===== config.mk =====
export PLATFORM = sky130hd
export DESIGN_NAME = keypad_scanner_flat
export DESIGN_NICKNAME = d
export VERILOG_FILES = /design/src/rtl/keypad_pkg.sv /design/src/rtl/keypad_scanner_if.sv /design/src/rtl/keypad_debounce.sv /design/src/rtl/keypad_scanner.sv /design/src/flat_wrapper.sv
export SDC_FILE = /design/constraint.sdc
export NUM_CORES = 1
export LEC_CHECK = 0
export BUFFER_PORTS_ARGS = -buffer_cell sky130_fd_sc_hd__buf_4
export CORE_MARGIN = 2
export CORE_UTILIZATION = 60
export DETAILED_ROUTE_END_ITERATION = 7
export GPL_TIMING_DRIVEN = 1
export PLACE_DENSITY_LB_ADDON = 0.1
export RECOVER_POWER = 25
export SYNTH_ARGS = -nofsm -noshare
export SYNTH_HDL_FRONTEND = slang
export SYNTH_HIERARCHICAL = 1
export SYNTH_SLANG_ARGS = --single-unit

===== constraint.sdc =====
create_clock -name clk -period 9.1 [get_ports clk]
set_clock_uncertainty 0.15 [all_clocks]
set_input_delay 1.82 -clock clk [delete_from_list [all_inputs] [get_ports clk]]
set_output_delay 1.82 -clock clk [all_outputs]
set_load 0.005 [all_outputs]

===== src/rtl/keypad_pkg.sv =====
// Shared types and helpers for the keypad scanner: scan states, candidate key
// record, key-code width and the 4x4 hex legend.
package keypad_pkg;

  typedef enum logic [1:0] {ST_IDLE, ST_DRIVE, ST_SAMPLE, ST_HOLD} scan_state_e;

  // One frame's key candidate; vld=0 means no key (idx held at 0 so compares are exact)
  typedef struct packed {
    logic       vld;
    logic [5:0] idx;
  } cand_t;

  function automatic int kw(input int rows, input int cols);
    int w;
    w = $clog2(rows * cols);
    return (w < 1) ? 1 : w;
  endfunction

  function automatic logic [3:0] hex_legend(input logic [3:0] idx);
    logic [3:0] h;
    case (idx)
      4'd0:    h = 4'h1;
      4'd1:    h = 4'h2;
      4'd2:    h = 4'h3;
      4'd3:    h = 4'hA;
      4'd4:    h = 4'h4;
      4'd5:    h = 4'h5;
      4'd6:    h = 4'h6;
      4'd7:    h = 4'hB;
      4'd8:    h = 4'h7;
      4'd9:    h = 4'h8;
      4'd10:   h = 4'h9;
      4'd11:   h = 4'hC;
      4'd12:   h = 4'h0;
      4'd13:   h = 4'hF;
      4'd14:   h = 4'hE;
      default: h = 4'hD;
    endcase
    return h;
  endfunction

endpackage


===== src/rtl/keypad_scanner_if.sv =====
// Keypad-side and game-side signals of the scanner, bundled for port hookup.
interface keypad_scanner_if #(
  parameter int ROWS = 4,
  parameter int COLS = 4
);
  localparam int KW = keypad_pkg::kw(ROWS, COLS);

  logic [ROWS-1:0] row;
  logic [COLS-1:0] col;
  logic [KW-1:0]   key_code;
  logic            key_held;
  logic            key_press;
  logic            key_release;
  logic            multi;

  modport master (output row, input col, key_code, key_held, key_press, key_release, multi);
  modport slave  (input row, output col, key_code, key_held, key_press, key_release, multi);
endinterface


===== src/rtl/keypad_debounce.sv =====
// Frame evaluation: single-key candidate extraction, multi-frame debounce,
// stable key tracking and press/release strobes.
module keypad_debounce import keypad_pkg::*; #(
  parameter int ROWS           = 4,
  parameter int COLS           = 4,
  parameter int DEBOUNCE_SCANS = 3,
  parameter int HEX_MAP        = 1
) (
  input  logic                     clk,
  input  logic                     rst,
  input  logic                     frame_done_i,
  input  logic [ROWS*COLS-1:0]     frame_i,
  output logic [kw(ROWS,COLS)-1:0] key_code_o,
  output logic                     key_held_o,
  output logic                     key_press_o,
  output logic                     key_release_o,
  output logic                     multi_o
);
  localparam int N  = ROWS * COLS;
  localparam int KW = kw(ROWS, COLS);
  localparam int CW = 4;
  localparam logic [CW-1:0] DB = CW'(DEBOUNCE_SCANS);
  localparam bit USE_HEX = (HEX_MAP == 1) && (ROWS == 4) && (COLS == 4);

  cand_t          cand, prev_q, prev_d, stable_q, stable_d, pend_q, pend_d;
  logic [CW-1:0]  cnt_q, cnt_d, cnt_nx;
  logic [KW-1:0]  code_q, code_d;
  logic           held_q, held_d, press_q, press_d, rel_q, rel_d, multi_q, multi_d;
  logic [6:0]     ones;

  function automatic logic [KW-1:0] map_code(input logic [5:0] idx);
    if (USE_HEX) return KW'(hex_legend(idx[3:0]));
    else         return KW'(idx);
  endfunction

  always_comb begin
    ones = '0;
    cand = '0;
    for (int i = 0; i < N; i++) begin
      ones = ones + 7'(frame_i[i]);
      if (frame_i[i]) cand = '{vld: 1'b1, idx: 6'(i)};
    end
  end

  always_comb begin
    prev_d   = prev_q;
    cnt_d    = cnt_q;
    cnt_nx   = cnt_q;
    stable_d = stable_q;
    pend_d   = '0;
    code_d   = code_q;
    held_d   = held_q;
    press_d  = 1'b0;
    rel_d    = 1'b0;
    multi_d  = multi_q;
    // Second half of a direct key-to-key change: press lands one cycle after release
    if (pend_q.vld) begin
      press_d = 1'b1;
      code_d  = map_code(pend_q.idx);
    end
    if (frame_done_i) begin
      if (ones >= 7'd2) begin
        multi_d = 1'b1;
        cnt_d   = '0;
      end else begin
        multi_d = 1'b0;
        if (cand == prev_q) cnt_nx = (cnt_q >= DB) ? DB : cnt_q + CW'(1);
        else                cnt_nx = CW'(1);
        cnt_d  = cnt_nx;
        prev_d = cand;
        if (cnt_nx == DB && cand != stable_q) begin
          stable_d = cand;
          if (!cand.vld) begin
            rel_d  = 1'b1;
            held_d = 1'b0;
          end else if (!stable_q.vld) begin
            press_d = 1'b1;
            held_d  = 1'b1;
            code_d  = map_code(cand.idx);
          end else begin
            rel_d  = 1'b1;
            pend_d = cand;
          end
        end
      end
    end
  end

  always_ff @(posedge clk) begin
    if (rst) begin
      prev_q   <= '0;
      cnt_q    <= '0;
      stable_q <= '0;
      pend_q   <= '0;
      code_q   <= '0;
      held_q   <= 1'b0;
      press_q  <= 1'b0;
      rel_q    <= 1'b0;
      multi_q  <= 1'b0;
    end else begin
      prev_q   <= prev_d;
      cnt_q    <= cnt_d;
      stable_q <= stable_d;
      pend_q   <= pend_d;
      code_q   <= code_d;
      held_q   <= held_d;
      press_q  <= press_d;
      rel_q    <= rel_d;
      multi_q  <= multi_d;
    end
  end

  assign key_code_o    = code_q;
  assign key_held_o    = held_q;
  assign key_press_o   = press_q;
  assign key_release_o = rel_q;
  assign multi_o       = multi_q;

endmodule


===== src/rtl/keypad_scanner.sv =====
// Matrix keypad scanner: row synchroniser and column scan FSM building one
// key frame per full column sweep, handed to the debounce block.
module keypad_scanner import keypad_pkg::*; #(
  parameter int ROWS           = 4,
  parameter int COLS           = 4,
  parameter int SCAN_TICKS     = 100000,
  parameter int SETTLE_TICKS   = 8,
  parameter int DEBOUNCE_SCANS = 3,
  parameter int HEX_MAP        = 1
) (
  input logic             clk,
  input logic             rst,
  keypad_scanner_if.slave kp
);
  localparam int N   = ROWS * COLS;
  localparam int SW  = $clog2(SCAN_TICKS);
  localparam int CIW = (COLS > 1) ? $clog2(COLS) : 1;
  localparam logic [SW-1:0]   SLOT_LAST = SW'(SCAN_TICKS - 1);
  localparam logic [SW-1:0]   SETTLE_M1 = SW'(SETTLE_TICKS - 1);
  localparam logic [CIW-1:0]  COL_LAST  = CIW'(COLS - 1);
  localparam logic [COLS-1:0] COL0_BIT  = {1'b1, {(COLS-1){1'b0}}};

  scan_state_e     state_q, state_d;
  logic [SW-1:0]   slot_q, slot_d;
  logic [CIW-1:0]  cidx_q, cidx_d;
  logic [N-1:0]    frame_q, frame_d;
  logic [ROWS-1:0] row_meta_q, row_sync_q;
  logic            frame_done;

  always_ff @(posedge clk) begin
    if (rst) begin
      row_meta_q <= '1;
      row_sync_q <= '1;
    end else begin
      row_meta_q <= kp.row;
      row_sync_q <= row_meta_q;
    end
  end

  always_comb begin
    state_d    = state_q;
    slot_d     = slot_q;
    cidx_d     = cidx_q;
    frame_d    = frame_q;
    frame_done = 1'b0;
    case (state_q)
      ST_IDLE: begin
        state_d = ST_DRIVE;
        slot_d  = '0;
        cidx_d  = '0;
      end
      ST_DRIVE: begin
        slot_d = slot_q + 1'b1;
        if (slot_q == SETTLE_M1) state_d = ST_SAMPLE;
      end
      ST_SAMPLE: begin
        slot_d  = slot_q + 1'b1;
        state_d = ST_HOLD;
        // Frame bit r*COLS+c: row 0 is the top row, i.e. row[ROWS-1]
        for (int r = 0; r < ROWS; r++)
          frame_d[r*COLS + int'(cidx_q)] = ~row_sync_q[ROWS-1-r];
      end
      ST_HOLD: begin
        if (slot_q == SLOT_LAST) begin
          slot_d  = '0;
          state_d = ST_DRIVE;
          if (cidx_q == COL_LAST) begin
            cidx_d     = '0;
            frame_done = 1'b1;
          end else begin
            cidx_d = cidx_q + 1'b1;
          end
        end else begin
          slot_d = slot_q + 1'b1;
        end
      end
      default: state_d = ST_IDLE;
    endcase
  end

  always_ff @(posedge clk) begin
    if (rst) begin
      state_q <= ST_IDLE;
      slot_q  <= '0;
      cidx_q  <= '0;
      frame_q <= '0;
    end else begin
      state_q <= state_d;
      slot_q  <= slot_d;
      cidx_q  <= cidx_d;
      frame_q <= frame_d;
    end
  end

  assign kp.col = (state_q == ST_IDLE) ? '1 : ~(COL0_BIT >> cidx_q);

  keypad_debounce #(
    .ROWS(ROWS), .COLS(COLS), .DEBOUNCE_SCANS(DEBOUNCE_SCANS), .HEX_MAP(HEX_MAP)
  ) u_debounce (
    .clk          (clk),
    .rst          (rst),
    .frame_done_i (frame_done),
    .frame_i      (frame_q),
    .key_code_o   (kp.key_code),
    .key_held_o   (kp.key_held),
    .key_press_o  (kp.key_press),
    .key_release_o(kp.key_release),
    .multi_o      (kp.multi)
  );

endmodule


===== src/flat_wrapper.sv =====
// flat-port wrapper written by rule: the top's interface ports become plain ports
module keypad_scanner_flat import keypad_pkg::*;
#(
  parameter int ROWS           = 4,
  parameter int COLS           = 4,
  parameter int SCAN_TICKS     = 100000,
  parameter int SETTLE_TICKS   = 8,
  parameter int DEBOUNCE_SCANS = 3,
  parameter int HEX_MAP        = 1
)
  (clk, rst, kp_row, kp_col, kp_key_code, kp_key_held, kp_key_press, kp_key_release, kp_multi);
  keypad_scanner_if #(.ROWS(ROWS), .COLS(COLS)) kp_i ();
  input logic clk;
  input logic rst;
  input wire logic [$bits(kp_i.row)-1:0] kp_row;
  output wire logic [$bits(kp_i.col)-1:0] kp_col;
  output wire logic [$bits(kp_i.key_code)-1:0] kp_key_code;
  output wire logic [$bits(kp_i.key_held)-1:0] kp_key_held;
  output wire logic [$bits(kp_i.key_press)-1:0] kp_key_press;
  output wire logic [$bits(kp_i.key_release)-1:0] kp_key_release;
  output wire logic [$bits(kp_i.multi)-1:0] kp_multi;
  assign kp_i.row = kp_row;
  assign kp_col = kp_i.col;
  assign kp_key_code = kp_i.key_code;
  assign kp_key_held = kp_i.key_held;
  assign kp_key_press = kp_i.key_press;
  assign kp_key_release = kp_i.key_release;
  assign kp_multi = kp_i.multi;
  keypad_scanner #(.ROWS(ROWS), .COLS(COLS), .SCAN_TICKS(SCAN_TICKS), .SETTLE_TICKS(SETTLE_TICKS), .DEBOUNCE_SCANS(DEBOUNCE_SCANS), .HEX_MAP(HEX_MAP)) u_core (.clk(clk), .rst(rst), .kp(kp_i));
endmodule

==> run metrics, run 1 <==
grt ovf 0; area of the multi-input gates roughly 2300 µm²; initial antenna violation count 0; first-pass GRT wire length roughly 13000 µm; final setup vio count 0; violated checks capacitance limit, slew limit; Antenna Cells 0; largest net degree at the start of global routing 57; FF+latch count, synth between 70 and 80; first-pass detailed-route iteration total 4; busiest grt layer met2; part of the power in registers 0.441; area of the core ~6400 µm²; clk slew on worst S/H paths about 0.07 ns; CTS tree built; leakage roughly 1.7 nW; Post-DP HPWL 5550 µm; delay-heaviest family, CP adder cells; Worst path slowest cell a2111oi_4; Psw ~0.26 mW; via count approximately 3000; Comb power frac 0.295; M2 GR Usage 0.379; number of global-route vias before repair just under 3000; post-route setup slack 2.83 ns; Mapped Cells 444; RSZ-0062 raised after global routing no; sw frac 0.333; Slew Limit Fails 57; number of synthesized flops with an enable pin 0; Via density about 5.7; register area 1440 µm²; outcome finished, violations left; DIE WIDTH ~86 µm; post-CTS resize count 0; CP Capture Type flip-flop; Clock Tree Buf Depth 2; Root Buffer clkbuf_8; ys async rst share 0; cts bufs inserted 9; max_cap viols 1; Syn Nets a little under 500; hold violation count in the final report 0; Layout area overhead 6.54%; clock share of power 0.265; max frequency approximately 0.16 GHz; drt initial violations ~120; met3 usage 0.0577; Post-CTS Setup Repair Bufs 0; DRT antenna net count 0; Final period util 0.689; # DRC 0; nets roughly 500; WL per Instance about 14 µm; Post-Syn Area 4040 µm²; Startpoint Class flip-flop; critical path class reg2reg; Port Buffers 17; worst path required time between 9 and 10 ns; Mean Syn Cell Area between 9 and 10 µm²; GR Layer Usage met1 0.286; Internal just over 0.5 mW; Primary FF master, synth dfxtp_1; Slew @ Worst Pin between 2 and 2.5 ns; Hold-fix buffers, CTS 0; DRT Wirelength approximately 7600 µm; Initial Utilization 0.628; Peak VDD IR approximately 150 µV; synth unique cells 61; setup TNS 0 ns; PwrDens 180 nW/µm²; row cnt 29; sequential area share after synthesis 0.357; Clk Latency, worst-skew pair 0.34 ns; crit path time final approximately 6.3 ns; CP max FO 12; CP most frequent cell fa_1; Hold Crit Class reg2reg; placer congestion estimate between 0.8 and 0.9; Ys Warns 6; Slew HR -0.522; Overall Global Routing Usage 0.224; layout cells sized above 1 0.133; pre-CTS setup slack about 2.9 ns; crit-path cells inv_1, fa_1, fa_1, fa_1, fa_1, inv_1, fa_1, inv_1, fa_1, nor2b_1, a31oi_1, nor2_1, o211ai_1, a2111oi_4, nand4_1, ha_1, mux2i_1, nand2_1, o21ai_0, mux2i_1; WP buf/inv 3; die height roughly 86 µm; H-tree levels 3; die area around 7400 µm²; Crit path largest cell delay roughly 0.7 ns; Sink Count 72; io pins 18; fillers 540; Critical Path AT between 6 and 7 ns
## placed cells by master, fill, tap and decap left out, types with 10 or more instances in the layout
cell type / instances
a211oi_1: 22
buf_4: 16
dfxtp_1: 72
fa_1: 10
ha_1: 27
inv_1: 41
mux2i_1: 15
nand2_1: 17
nor2_1: 64
nor3_1: 13
xnor2_1: 11
## metal layers
| metal | wire, µm | up-vias |
|---|---|---|
| li1 | - | 1550 |
| met5 | 0 | - |
| met1 | 3640 | 1425 |
| met4 | 36 | 0 |
| met3 | 247 | 2 |
| met2 | 3670 | 49 |
## cell families (layout without fill, tap and decap cells)
group / count (synthesis) / in the layout / share of synthesized area
AOI/OAI and AO/OA: 65 / 65 / 0.127
xor gates and xnor gates: 18 / 18 / 0.0391
adders and majority gates: 37 / 37 / 0.133
buffers and inverters: 60 / 73 / 0.0654
DFF: 72 / 72 / 0.357
muxes: 19 / 19 / 0.0484
and+or+nand+nor: 173 / 173 / 0.229
## power by group through the flow
stage / logic [mW] / clock network (mW) / registers [mW]
5_1_grt: 0.258 / 0.226 / 0.344
2_1_floorplan: 0.199 / 0 / 0.345
6_report: 0.229 / 0.205 / 0.342
3_3_place_gp: 0.223 / 0 / 0.349
4_1_cts: 0.228 / 0.214 / 0.342
3_5_place_dp: 0.227 / 0 / 0.349
## state kept, by name (all words and copies together) (netlist names), named ones only
| signal | cells |
|---|---|
| u_core/u_debounce/multi_o | 1 |
| u_core/cidx_q | 2 |
| u_core/row_meta_q | 4 |
| u_core/u_debounce/cnt_q | 4 |
| u_core/u_debounce/key_press_o | 1 |
| u_core/slot_q | 17 |
| u_core/u_debounce/stable_q | 5 |
| u_core/u_debounce/key_code_o | 4 |
| u_core/u_debounce/prev_q | 5 |
| u_core/row_sync_q | 4 |
| u_core/u_debounce/key_release_o | 1 |
| u_core/state_q | 2 |
| u_core/u_debounce/key_held_o | 1 |
| u_core/frame_q | 16 |
| u_core/u_debounce/pend_q | 1 |
## area by class of cell
| cell class | count | share of cell area |
|---|---|---|
| well taps | 77 | 0.0224 |
| flip-flops and latches | 72 | 0.335 |
| multi-input cells | 312 | 0.542 |
| clock inverters | 4 | 0.00524 |
| repair buffers | 17 | 0.0288 |
| inverters | 41 | 0.0358 |
| clock buffers | 11 | 0.0305 |
## synth_stat cells (10+ instances only)
library cell	n	share of area
dfxtp_1	72	0.36
nor2_1	64	0.060
inv_1	41	0.038
ha_1	27	0.084
a211oi_1	22	0.041
nand2_1	17	0.016
mux2i_1	15	0.037
clkbuf_1	14	0.013
nor3_1	13	0.016
xnor2_1	11	0.024
fa_1	10	0.050
## metrics by stage
step           power, mW   util  cell area [µm²]  instances  hold WS (ns)
2_1_floorplan      0.544      -             4040        444         0.239
3_3_place_gp       0.572  0.646             4150        519         0.241
3_5_place_dp       0.576  0.646             4150        519         0.245
4_1_cts            0.783  0.670             4300        534         0.262
5_1_grt            0.828  0.670             4300        534         0.273
6_report           0.776  0.670             4300        534         0.259
## worst paths after layout
check                                           from                    to  slack, ns  cells past startpoint
worst max-delay path               u_core/frame_q[5]             flip-flop       2.83                     20
worst min-delay path            u_core/row_meta_q[2]  u_core/row_sync_q[2]       0.26                      1
worst max register to register     u_core/frame_q[5]             flip-flop       2.83                     20
worst min register to register  u_core/row_meta_q[2]  u_core/row_sync_q[2]       0.26                      1
Power figures use the tool's default switching activity.
==> inputs of run 2 (changes only) <==
- CORE_UTILIZATION: 60 -> 56
- clock period: 9.1 -> 5.2 ns (I/O delays scaled with it)
==> run metrics, run 2 (synthesis gave the netlist of run 1 again) <==
crit path time final 5.26 ns (-1.01 ns); CTS tree built; violated checks setup timing; leakage 1.77 nW (+6.2%); register with the most flip-flops u_core/slot_q; drt initial violations 150 (+22%); Via density 5.54 (-2.3%); nets 510 (+2.8%); register area 1450 µm² (+0.35%); number of global-route vias before repair 3007 (+2.8%); fillers 590 (+9.3%); via count 3144 (+3.9%); Critical Path AT 5.33 ns (-1.01 ns); Startpoint Class flip-flop; Layout area overhead 12.0%; Root Buffer clkbuf_8; CP Capture Type flip-flop; Post-DP HPWL 5800 µm (+4.4%); Worst path slowest cell fa_1; Port Buffers 17 (unchanged); initial antenna violation count 0 (unchanged); DIE WIDTH 88.9 µm (+3.3%); Hold-fix buffers, CTS 0 (unchanged); area of the multi-input gates 2350 µm² (+0.80%); WL per Instance 14.4 µm (+1.5%); post-route setup slack -0.0615 ns (-2.89 ns); setup TNS -0.0615 ns (-0.0615 ns); Hold Crit Class reg2reg; first-pass GRT wire length 13400 µm (+1.4%); Clock Tree Buf Depth 2 (unchanged); Initial Utilization 0.588 (-0.0409); row cnt 30 (+3.4%); Slew HR 0.565 (+1.09); final core utilization 0.658 (-0.0113); biggest registers after layout u_core/slot_q: 17 flops, u_core/frame_q: 16 flops; DRT antenna net count 0 (unchanged); Crit path largest cell delay 0.56 ns (-0.14 ns); first-pass detailed-route iteration total 4 (unchanged); most frequent cells in the layout dfxtp_1 (68), nor2_1 (63), inv_1 (37); WP buf/inv 3 (unchanged); outcome finished, violations left; Final period util 1.01 (+0.323); PwrDens 333 nW/µm² (+85%); # DRC 0 (unchanged); CP max FO 4 (-8); delay-heaviest family, CP adder cells; die area 7900 µm² (+6.8%); worst reg2reg setup slack -0.06 ns (-2.89 ns); Overall Global Routing Usage 0.218 (-0.00581); layout cells sized above 1 0.199 (+0.0657); placer congestion estimate 0.865 (-0.46%); Peak VDD IR 260 µV (+68%); Slew Limit Fails 0 (-100%); crit-path cells inv_2, fa_1, fa_1, fa_1, fa_1, inv_2, fa_2, inv_2, fa_2, nand4bb_1, nor2_2, o211ai_1, a2111oi_4, nand4_1, ha_1, mux2i_1, nand2_1, o21ai_1, mux2i_1; Antenna Cells 0 (unchanged); die height 88.9 µm (+3.3%); Sink Count 72 (unchanged); grt ovf 0 (unchanged); pre-CTS setup slack -0.115 ns (-3.03 ns); critical path class reg2reg; DRT Wirelength 8190 µm (+8.0%); hold violation count in the final report 0 (unchanged); number of flip-flops in the largest register 17 (unchanged); worst path required time 5.27 ns (-3.90 ns); RSZ-0062 raised after global routing yes; cts bufs inserted 9 (unchanged); clk slew on worst S/H paths 0.08 ns (about the same); CP most frequent cell fa_1; io pins 18 (unchanged); max_cap viols 0 (-1); final setup vio count 1 (+1); Clk Latency, worst-skew pair 0.34 ns (about the same); area of the core 6870 µm² (+7.0%); largest net degree at the start of global routing 57 (unchanged); max frequency 0.190 GHz (+19%); H-tree levels 3 (unchanged); Slew @ Worst Pin 0.647 ns (-1.64 ns); commonest non-fill, non-tap cell in the layout dfxtp_1
run 2: changes by cell type in the layout (fill, tap and decap cells not counted), moves of 3 or more:
cell / before / now
inv_1: 41 / 37
dfxtp_1: 72 / 68
clkbuf_1: 3 / 0
inv_2: 0 / 4
dfxtp_2: 0 / 4
buf_4: 16 / 31
and2_1: 5 / 1
and2_0: 0 / 4
run 2: final timing paths:
path | startpoint | endpoint | cells after the start
worst min register to register | u_core/row_meta_q[0] | u_core/row_sync_q[0] | 1
worst max register to register | u_core/frame_q[11] | flip-flop | 19
worst max-delay path | u_core/frame_q[11] | flip-flop | 19
worst min-delay path | u_core/row_meta_q[0] | u_core/row_sync_q[0] | 1
run 2: worst register-to-register path: stages, from the launching register on:
cell       delay (ns)
dfxtp_2          0.34
inv_2            0.04
fa_1             0.50
fa_1             0.56
fa_1             0.43
fa_1             0.47
inv_2            0.07
fa_2             0.21
inv_2            0.04
fa_2             0.51
nand4bb_1        0.13
nor2_2           0.23
o211ai_1         0.18
a2111oi_4        0.33
nand4_1          0.18
ha_1             0.33
mux2i_1          0.17
nand2_1          0.09
o21ai_1          0.10
mux2i_1          0.09
run 2: routing by layer:
| layer | vias up | routed length (µm) | track usage |
|---|---|---|---|
| met5 | - | 0 | 0 |
| met4 | 0 | 131 | 0.0854 |
| met3 | 13 | 287 | 0.0425 |
| met2 | 69 | 3900 | 0.366 |
| met1 | 1489 | 3880 | 0.279 |
| li1 | 1573 | - | - |
run 2: power by group:
part           switching [mW]  internal [mW]  total [mW]
registers              0.0257          0.573       0.599
clock network           0.215          0.271       0.486
logic                   0.251          0.172       0.423
run 2: repair_timing:
action	in CTS	in global routing
gates cloned	0	0
buffers inserted	1	4
resized for setup	2	15
endpoints found under the setup margin	2	7
pin swaps	1	13
run 2: stage by stage:
stage	hold WS (ns)	instances	power, mW	instance area (µm²)
2_1_floorplan	0.239	444	0.952	4040
6_report	0.262	568	1.51	4520
4_1_cts	0.266	564	1.51	4470
3_5_place_dp	0.247	547	1.02	4240
3_3_place_gp	0.244	547	1.01	4240
5_1_grt	0.272	568	1.59	4520
run 2: layout make-up:
cell class,count,area share
timing repair buffer,31,0.0515
clock buffer,9,0.0274
inverter,41,0.0340
sequential,72,0.320
tap,96,0.0266
clock inverter,7,0.0210
multi-input combinational,312,0.520
==> inputs of run 3 (changes only) <==
- CORE_UTILIZATION: 56 -> 60
- SETUP_SLACK_MARGIN: not set -> 0.4
- clock period: 5.2 -> 6.7 ns (I/O delays scaled with it)
==> run metrics, run 3 (synthesis gave the netlist of run 1 again) <==
part of the power in registers 0.398 (about the same); Antenna Cells 0 (unchanged); Overall Global Routing Usage 0.229 (+0.0105); Internal 0.795 mW (-22%); io pins 18 (unchanged); CP max FO 6 (+2); Critical Path AT 5.54 ns (+0.21 ns); max frequency 0.183 GHz (-3.5%); Slew HR -0.488 (-1.05); layout cells sized above 1 0.145 (-0.0538); via count 3059 (-2.7%); Clk Latency, worst-skew pair 0.35 ns (about the same); number of flip-flops in the largest register 17 (unchanged); violated checks capacitance limit, slew limit; placer congestion estimate 0.850 (-1.7%); Slew @ Worst Pin 2.23 ns (+1.59 ns); largest net degree at the start of global routing 57 (unchanged); Slew Limit Fails 57 (+57); CP Capture Type flip-flop; DIE WIDTH 86.0 µm (-3.2%); row cnt 29 (-3.3%); # DRC 0 (unchanged); WL per Instance 14.4 µm (-0.21%); DRT Wirelength 7740 µm (-5.5%); grt ovf 0 (unchanged); Port Buffers 17 (unchanged); cts bufs inserted 9 (unchanged); post-route setup slack 1.25 ns (+1.31 ns); drt initial violations 132 (-12%); commonest non-fill, non-tap cell in the layout dfxtp_1; CTS tree built; die height 86.0 µm (-3.2%); RSZ-0062 raised after global routing no; fillers 505 (-14%); Psw 0.373 mW (-24%); most frequent cells in the layout dfxtp_1 (72), nor2_1 (64), inv_1 (41); Initial Utilization 0.628 (+0.0409); worst path required time 6.79 ns (+1.52 ns); post-CTS resize count 0 (-2); Root Buffer clkbuf_8; initial antenna violation count 0 (unchanged); DRT antenna net count 0 (unchanged); max_cap viols 1 (+1); hold_ws 0.265 ns (+0.00273 ns); critical path class reg2reg; final setup vio count 0 (-1); Hold Crit Class reg2reg; first-pass GRT wire length 13500 µm (+0.30%); H-tree levels 3 (unchanged); Post-CTS Setup Repair Bufs 0 (-1); Via density 5.69 (+2.7%); Sink Count 72 (unchanged); pre-CTS setup slack 1.23 ns (+1.34 ns); die area 7400 µm² (-6.4%); clock share of power 0.331 (+0.009); outcome finished, violations left; register with the most flip-flops u_core/slot_q; nets 499 (-2.2%); Hold-fix buffers, CTS 0 (unchanged); setup TNS 0 ns (+0.0615 ns); leakage 1.72 nW (-3.1%); Peak VDD IR 186 µV (-28%); Layout area overhead 8.93%; Final period util 0.814 (-0.198); Post-DP HPWL 5560 µm (-4.1%); sw frac 0.319 (-0.00684); Clock Tree Buf Depth 2 (unchanged); area of the core 6420 µm² (-6.5%); biggest registers after layout u_core/slot_q: 17 flops, u_core/frame_q: 16 flops; PwrDens 266 nW/µm² (-20%); clk slew on worst S/H paths 0.08 ns (about the same); Comb power frac 0.271 (-0.010); first-pass detailed-route iteration total 4 (unchanged); Startpoint Class flip-flop; crit path time final 5.45 ns (+0.191 ns); hold violation count in the final report 0 (unchanged); number of global-route vias before repair 2928 (-2.6%)
run 3: worst max-delay path, cell delays in order, from the launching register on:
cell     delay [ns]
dfxtp_1        0.43
inv_1          0.10
fa_1           0.47
fa_1           0.57
fa_1           0.44
fa_1           0.50
inv_1          0.05
fa_1           0.39
inv_1          0.09
fa_1           0.18
nor2b_1        0.13
a31oi_1        0.05
nor2_1         0.24
o21ai_0        0.25
nor4b_4        0.46
nand2_1        0.14
ha_1           0.32
mux2i_1        0.15
nand2_1        0.06
o21ai_0        0.07
mux2i_1        0.09
run 3: per-stage QoR:
step	cell area, µm²	total power, mW	util	cells
6_report	4400	1.17	0.685	538
5_1_grt	4400	1.23	0.685	538
4_1_cts	4400	1.18	0.685	538
3_5_place_dp	4170	0.788	0.650	522
3_3_place_gp	4170	0.777	0.650	522
2_1_floorplan	4040	0.738	-	444
run 3: routing by layer:
| metal | vias up | track usage | share of wire |
|---|---|---|---|
| met2 | 62 | 0.364 | 0.47 |
| met1 | 1429 | 0.306 | 0.48 |
| met4 | 0 | 0.0678 | 0.014 |
| met3 | 14 | 0.0616 | 0.040 |
| met5 | - | 0 | 0 |
| li1 | 1554 | - | - |
run 3: power groups by stage:
stage / Clock, mW / Sequential (mW) / Combinational (mW)
3_5_place_dp: 0 / 0.475 / 0.313
4_1_cts: 0.395 / 0.465 / 0.315
5_1_grt: 0.415 / 0.467 / 0.352
3_3_place_gp: 0 / 0.473 / 0.304
2_1_floorplan: 0 / 0.469 / 0.270
6_report: 0.387 / 0.465 / 0.317
run 3: area by class of cell:
class                   count  area (µm²)  area share
clock buffers              10         138      0.0313
clock inverters             6        90.1      0.0205
inverters                  41         154      0.0350
multi-input cells         312        2330       0.530
flip-flops and latches     72        1440       0.328
well taps                  77        96.3      0.0219
repair buffers             20         146      0.0333
run 3: worst paths after layout:
check / start / endpoint / slack, ns / cells past startpoint
setup reg to reg: u_core/frame_q[5] / flip-flop / 1.25 / 20
setup / recovery: u_core/frame_q[5] / flip-flop / 1.25 / 20
hold / removal: u_core/row_meta_q[3] / u_core/row_sync_q[3] / 0.26 / 1
hold reg to reg: u_core/row_meta_q[3] / u_core/row_sync_q[3] / 0.26 / 1
